==> src/rtl/collatz_range_ctrl.sv <==
// Front-panel controller for the Collatz range engine: debounced keys, run launch and result browsing.
// Optional hold-to-repeat on up/down in BROWSE is enabled by defining COLLATZ_AUTO_REPEAT_EN.
module collatz_range_ctrl #(
    parameter int          RAM_WORDS            = 256,
    parameter int          RAM_ADDR_BITS        = 8,
`ifdef COLLATZ_AUTO_REPEAT_EN
    parameter int          REPEAT_DELAY_CYCLES  = 25_000_000,
    parameter int          REPEAT_PERIOD_CYCLES = 5_000_000,
`endif
    parameter logic [19:0] DEBOUNCE_CYCLES      = 20'd500000
) (
    input  logic        clk,
    input  logic        reset_n,
    input  logic [3:0]  key,
    input  logic [9:0]  sw,
    input  logic        done,
    input  logic [15:0] count,
    output logic        go,
    output logic [31:0] start,
    output logic [11:0] n,
    output logic [11:0] disp_start,
    output logic [11:0] disp_count,
    output logic [9:0]  ledr
);

    typedef enum logic [1:0] {
        S_IDLE   = 2'd0,
        S_LAUNCH = 2'd1,
        S_RUN    = 2'd2,
        S_BROWSE = 2'd3
    } state_t;

    localparam logic [RAM_ADDR_BITS-1:0] LAST_OFFSET = RAM_ADDR_BITS'(RAM_WORDS - 1);

    state_t                   state_reg, state_next;
    logic [RAM_ADDR_BITS-1:0] offset_reg, offset_next;
    logic [31:0]              start_reg, start_next;
    logic [11:0]              disp_start_reg;
    logic [11:0]              disp_count_reg;
    logic                     sat_reg;

    // key_level is the debounced raw level (1 = released); press_evt pulses once per press.
    logic [3:0] key_level;
    logic [3:0] press_evt;

    genvar gi;
    generate
        for (gi = 0; gi < 4; gi++) begin : g_key
            logic        sync1_reg, sync2_reg, level_reg, evt_reg;
            logic [19:0] cnt_reg;

            always_ff @(posedge clk) begin
                if (!reset_n) begin
                    sync1_reg <= 1'b1;
                    sync2_reg <= 1'b1;
                    level_reg <= 1'b1;
                    evt_reg   <= 1'b0;
                    cnt_reg   <= '0;
                end else begin
                    sync1_reg <= key[gi];
                    sync2_reg <= sync1_reg;
                    evt_reg   <= 1'b0;
                    if (sync2_reg == level_reg) begin
                        cnt_reg <= '0;
                    end else if (cnt_reg == DEBOUNCE_CYCLES - 20'd1) begin
                        cnt_reg   <= '0;
                        level_reg <= sync2_reg;
                        evt_reg   <= ~sync2_reg;
                    end else begin
                        cnt_reg <= cnt_reg + 20'd1;
                    end
                end
            end

            assign key_level[gi] = level_reg;
            assign press_evt[gi] = evt_reg;
        end
    endgenerate

    logic go_evt, home_evt, up_evt, down_evt;
    assign go_evt   = press_evt[3];
    assign home_evt = press_evt[2];

`ifdef COLLATZ_AUTO_REPEAT_EN
    // One shared repeat timer: first repeat after the long delay, then every period while held.
    logic [31:0] rpt_cnt_reg;
    logic        rpt_armed_reg;
    logic        rpt_held;
    logic        rpt_fire;

    assign rpt_held = (state_reg == S_BROWSE) && (!key_level[0] || !key_level[1]);

    always_comb begin
        rpt_fire = 1'b0;
        if (rpt_held) begin
            if (rpt_armed_reg)
                rpt_fire = (rpt_cnt_reg == 32'(REPEAT_PERIOD_CYCLES - 1));
            else
                rpt_fire = (rpt_cnt_reg == 32'(REPEAT_DELAY_CYCLES - 1));
        end
    end

    always_ff @(posedge clk) begin
        if (!reset_n || !rpt_held) begin
            rpt_cnt_reg   <= '0;
            rpt_armed_reg <= 1'b0;
        end else if (rpt_fire) begin
            rpt_cnt_reg   <= '0;
            rpt_armed_reg <= 1'b1;
        end else begin
            rpt_cnt_reg <= rpt_cnt_reg + 32'd1;
        end
    end

    assign up_evt   = press_evt[0] | (rpt_fire & ~key_level[0]);
    assign down_evt = press_evt[1] | (rpt_fire & key_level[0] & ~key_level[1]);
`else
    assign up_evt   = press_evt[0];
    assign down_evt = press_evt[1];
`endif

    always_comb begin
        state_next  = state_reg;
        offset_next = offset_reg;
        start_next  = start_reg;
        case (state_reg)
            S_IDLE: begin
                if (go_evt) begin
                    start_next  = {22'b0, sw};
                    offset_next = '0;
                    state_next  = S_LAUNCH;
                end
            end
            S_LAUNCH: state_next = S_RUN;
            S_RUN: begin
                if (done)
                    state_next = S_BROWSE;
            end
            S_BROWSE: begin
                // Priority go > home > up > down; only the winner acts.
                if (go_evt) begin
                    start_next  = {22'b0, sw};
                    offset_next = '0;
                    state_next  = S_LAUNCH;
                end else if (home_evt) begin
                    offset_next = '0;
                end else if (up_evt) begin
                    offset_next = (offset_reg == LAST_OFFSET) ? '0 : offset_reg + 1'b1;
                end else if (down_evt) begin
                    offset_next = (offset_reg == '0) ? LAST_OFFSET : offset_reg - 1'b1;
                end
            end
            default: state_next = S_IDLE;
        endcase
    end

    always_ff @(posedge clk) begin
        if (!reset_n) begin
            state_reg      <= S_IDLE;
            offset_reg     <= '0;
            start_reg      <= '0;
            disp_start_reg <= '0;
            disp_count_reg <= '0;
            sat_reg        <= 1'b0;
        end else begin
            state_reg      <= state_next;
            offset_reg     <= offset_next;
            start_reg      <= start_next;
            disp_start_reg <= start_next[11:0] + {{(12-RAM_ADDR_BITS){1'b0}}, offset_next};
            if (state_next == S_BROWSE) begin
                disp_count_reg <= (count < 16'h1000) ? count[11:0] : 12'hFFF;
                sat_reg        <= (count >= 16'h1000);
            end else begin
                disp_count_reg <= '0;
                sat_reg        <= 1'b0;
            end
        end
    end

    assign go         = (state_reg == S_LAUNCH);
    assign start      = start_reg;
    assign n          = {{(12-RAM_ADDR_BITS){1'b0}}, offset_reg};
    assign disp_start = disp_start_reg;
    assign disp_count = disp_count_reg;
    assign ledr       = {6'b0, sat_reg, state_reg == S_BROWSE, state_reg == S_RUN, state_reg == S_IDLE};

endmodule

==> config.mk <==
export PLATFORM = sky130hd
export DESIGN_NAME = collatz_range_ctrl
export DESIGN_NICKNAME = d
export VERILOG_FILES = /design/src/rtl/collatz_range_ctrl.sv
export SDC_FILE = /design/constraint.sdc
export NUM_CORES = 1
export LEC_CHECK = 0
export ABC_AREA = 0
export CORE_MARGIN = 10
export CORE_UTILIZATION = 30
export CTS_CLUSTER_SIZE = 20
export DETAILED_ROUTE_END_ITERATION = 7
export PLACE_DENSITY_LB_ADDON = 0.12
export SLEW_MARGIN = 5
export SYNTH_ARGS = -nofsm -noshare
export SYNTH_HDL_FRONTEND = slang
export SYNTH_SLANG_ARGS = --single-unit
==> constraint.sdc <==
create_clock -name clk -period 3.9 [get_ports clk]
set_clock_uncertainty 0.05 [all_clocks]
set_input_delay 0.78 -clock clk [delete_from_list [all_inputs] [get_ports clk]]
set_output_delay 0.78 -clock clk [all_outputs]
set_load 0.02 [all_outputs]
## Word level (Yosys, flattened, before mapping)

Cells that the tools add are included.

| storage, ports and cells | value |
|---|---|
| input port bits | 33 |
| logic and storage cells | 91 |
| output and inout port bits | 79 |
| bits in registers | 143 |

| operators by class | value |
|---|---|
| bitwise gates (word level) | 13 |
| reduce and logical (&&, ||, !) cells | 16 |
| $add $sub $neg | 7 |
| order comparisons | 2 |
| mux-type cells | 14 |
| eq/ne operators | 13 |

Operator list:

| kind | count |
|---|---|
| 20-bit by 1-bit adder with 20-bit output (second input constant) | 4 |
| 20-bit by 19-bit equality test with 1-bit output (second input constant) | 4 |
| 8-bit 2-to-1 mux | 7 |
| 12-bit 2-to-1 mux | 3 |
| 3-bit OR reduction | 8 |
| 16-bit by 13-bit >= comparator with 1-bit output (second input constant) | 1 |
| 16-bit by 13-bit less-than comparator with 1-bit output (second input constant) | 1 |
| 8-bit one-hot mux with 2 select lines | 1 |
| 1-bit NOT | 13 |
| 12-bit by 8-bit adder with 12-bit output | 1 |
| 2-bit AND reduction | 5 |
| 8-bit by 1-bit adder with 8-bit output (second input constant) | 1 |
| 8-bit equality test (second input constant) | 1 |
| 8-bit zero test | 1 |
| 8-bit by 1-bit subtractor with 8-bit output (second input constant) | 1 |
| 2-bit equality test (second input constant) | 3 |
| 2-bit one-hot mux with 3 select lines | 1 |
| 1-bit equality test | 4 |
| 2-bit 2-to-1 mux | 2 |
| 2-bit by 1-bit equality test with 1-bit output (second input constant) | 1 |
| 2-bit zero test | 1 |
| 2-bit OR reduction | 1 |

## Longest topological paths before layout

| depth | value |
|---|---|
| depth after elaboration | 8 |
| mapped depth | 14 |
| gate-level depth less buffers | 13 |

## Least setup slack after synthesis

No wires, ideal clock.

| path | value |
|---|---|
| kind | flip-flop to flip-flop |
| from | reg state_reg[0] |
| to | reg disp_start_reg[7], in the netlist disp_start[7] |
| period minus slack after synthesis | 3.075 ns |
| stages on the path, launching flop included | 11 |
| arrival time | 2.909 ns |
| buffers on the path | 0 |
| required time | 3.734 ns |
| path slack | 0.825 ns |
| setup time | 0.116 ns |
| cell sequence | dfxtp_1 -> inv_1 -> ha_1 -> or4b_1 -> o22ai_1 -> ha_1 -> a211oi_1 -> nor3_2 -> o31ai_1 -> nand3_1 -> and3b_1 |

| on the way | value |
|---|---|
| elaborated cells on any way between the ends | 6 |
| those cells by class | add/sub: 1; eq/ne: 1; mux: 2; reduce/logical: 2 |

RTL lines:

| what | line | source |
|---|---|---|
| start, declared | 35 | `state_t state_reg, state_next;` |
| start signal, assigned | 166 | `state_reg <= state_next;` |
| 2-bit equality test / 2-bit zero test (equally long branches) | 126 | `case (state_reg)` |
| 8-bit one-hot mux with 2 select lines * | 126 |  |
| via offset_next[1] | 36 | `logic [RAM_ADDR_BITS-1:0] offset_reg, offset_next;` |
| 12-bit by 8-bit adder with 12-bit output * | 169 | `disp_start_reg <= start_next[11:0] + {{(12-RAM_ADDR_BITS){1'b0}}, offset_next};` |
| end signal, assigned | 169 |  |
| end, declared | 38 | `logic [11:0] disp_start_reg;` |

The timed path passes the listed nets; every way through them passes the cells marked *.
A chain may end at the register's enable or synchronous reset.

## Worst setup path in the final report

Same ends and word-level chain as after synthesis.

==> metrics.txt <==
vias in the first global route=5,081; Seq pwr share=0.447; Avg Inst Size Synth=8.75 µm²; number of remaining DRC errors=0; Total GRT Usage=0.109; Via-to-Cell Ratio=4.56; H-tree depth=4; global-route wire length before repair=26,000 µm; Post-synth top flop=dfxtp_1; Fmax=290 MHz; die width=170 µm; end-of-flow core utilization=0.375; Pwr Total=3330 µW; cts hold-fix bufs=0; Worst R2R Path Depth=10; CP max FO=8; P_leak=0.00309 µW; yosys warns=0; Clock transition at path regs=70 ps; root buf cell=clkbuf_16; I/O Buffers=81; Antenna Cells=0; worst skew pair latency=420 ps; Reg-to-Reg End=disp_start[7]; Max clock buf depth=2; r2r startpoint=state_reg[0]; # setup viols final=0; Worst path slowest cell=or4b_1; standard-cell row count=54; TNS Setup=0 ps; CP Capture Type=register; Most common cell on crit path=ha_1; Final ANT Viol Nets=0; wire per inst=13.6 µm; Max-cap violations=0; I/O pin count=112; pwr dens=405 mW/mm²; commonest cells after routing, fill and taps aside=143 x dfxtp_1, 125 x nor2_1, 80 x clkdlybuf4s50_1; Finished Cell Area=0.00823 mm²; hold_sp=g_key[0].sync1_reg; Seq/Total Area, Yosys=0.426; pin count of the biggest net entering global routing=30; Hold Crit Class=reg2reg; power share of the combinational group=0.071; WP data arrival=3720 ps; slew margin rel.=0.461; Setup CP Type=reg2reg; die area=0.0288 mm²; Netlist cell types=73; CTS tree=done; final hold vios=0; RSZ-0062 raised after global routing=no; Bufs and invs on worst path=1; hold path endpoint=g_key[0].sync2_reg; crit path time final=3450 ps; outcome=finished, final reports clean; Die Span Y=170 µm; placed instance count=1,106; via count=5,193; Synth Register Bits=143; clock sinks=143; Starting Density=0.306; Largest register FFs=80; commonest non-fill, non-tap cell in the layout=dfxtp_1; CP top delay family=simple AND/OR/NAND/NOR gates; CP startpoint kind=register; Total Routed Length=15,500 µm; DP Area=0.00764 mm²; core area=0.0220 mm²; Post-CTS Setup Inserts=0; post-DP HPWL=11,200 µm; Final Instance Count excl. Fillers=1,138; Int Pwr=2430 µW; Clk network pwr share=0.482; CP cell instances=inv_1 > ha_1 > or4b_1 > o22ai_1 > ha_1 > a211oi_1 > nor3_2 > o31ai_1 > nand3_1 > and3b_1; Largest stage delay, worst path=640 ps; fin crit share=0.885; Post-synth EDFFs=0; VDD IR max=0.293 mV; layout cells sized above 1=0.0618; Net Sw Power=898 µW; Post-synth ARST share=0; antenna violations before repair=0; hold depth=1; Fill cells=2,263; CTS resizes=0; switch share=0.270; drt first pass iters=4; Final #Nets=898; Area Growth Syn to Fin=22.4%; final slew viol count=0; routability congestion estimate=0.781; Worst Path Required=4170 ps; Syn Inst Count=769; Mapped Area=0.00673 mm²; CTS Buf Count=17; Slew @ Worst Pin=806 ps; number of DRC markers in iteration 0=238; worst reg-to-reg setup slack=450 ps; GRT overflow=0
how the worst max path moves through the flow:
stage	start	to	slack (ps)	cells after the start
finish	state_reg[0]	disp_start[7]	450	10
global route	state_reg[0]	disp_start[7]	130	10
CTS	state_reg[0]	disp_start[7]	410	10
detailed placement	state_reg[0]	disp_start[7]	430	10
global placement	state_reg[0]	disp_start[7]	530	10
floorplan	state_reg[0]	disp_start[7]	820	10
area by class of cell:
cell class                 instances  area, µm²  share of cell area
multi-input combinational        579       3520               0.428
inverter                          19       71.3             0.00866
tap                              280        350              0.0426
clock buffer                      17        425              0.0517
timing repair buffer              85        836               0.102
sequential                       143       2860               0.348
clock inverter                    15        161              0.0196
per-stage QoR:
stage | setup slack, ps | hold slack [ps]
2_1_floorplan | 825 | 336
3_3_place_gp | 527 | 347
3_5_place_dp | 426 | 349
4_1_cts | 415 | 364
5_1_grt | 130 | 397
6_report | 449 | 358
cell families (layout without fill, tap and decap cells):
family	count (synthesis)	after routing	synth area share
multiplexers	6	6	0.00986
XOR/XNOR	83	83	0.108
adder cells (fa/ha/maj)	20	20	0.0383
flip-flops	143	143	0.426
buffers and inverters	76	136	0.0668
AND/OR/NAND/NOR	374	374	0.279
AO/OA/AOI/OAI	66	66	0.0720
other	1	30	0.000557
power groups by stage:
stage               clock, µW  combinational (µW)  sequential [µW]
detailed placement          0                 241             1520
global placement            0                 240             1520
floorplan                   0                 161             1530
global route             1730                 264             1490
finish                   1600                 238             1490
CTS                      1660                 241             1490
cell usage after synthesis (8+ instances only):
| cell type | number | area (µm²) |
|---|---|---|
| nand2_1 | 71 | 267 |
| ha_1 | 19 | 238 |
| dfxtp_1 | 143 | 2860 |
| nor3_1 | 16 | 80.1 |
| buf_4 | 36 | 270 |
| xnor2_1 | 24 | 210 |
| clkbuf_1 | 13 | 48.8 |
| and3_1 | 16 | 100 |
| nor2_1 | 125 | 469 |
| o21ai_0 | 12 | 60.1 |
| a21oi_1 | 14 | 70.1 |
| nand2b_1 | 8 | 50.1 |
| xor2_1 | 59 | 517 |
| nand3_1 | 38 | 190 |
| nor4_1 | 8 | 50.1 |
| and2_1 | 25 | 156 |
| nand4_1 | 31 | 194 |
| inv_1 | 19 | 71.3 |
per-layer routing:
metal  up-vias  routed length, µm  track usage
met5         -                  0            0
met1      2393               7210        0.139
met2        78               7530        0.178
met4         0                150       0.0309
met3        11                619       0.0288
li1       2711                  -            -
Note: power is estimated with default switching activity, not from simulation.
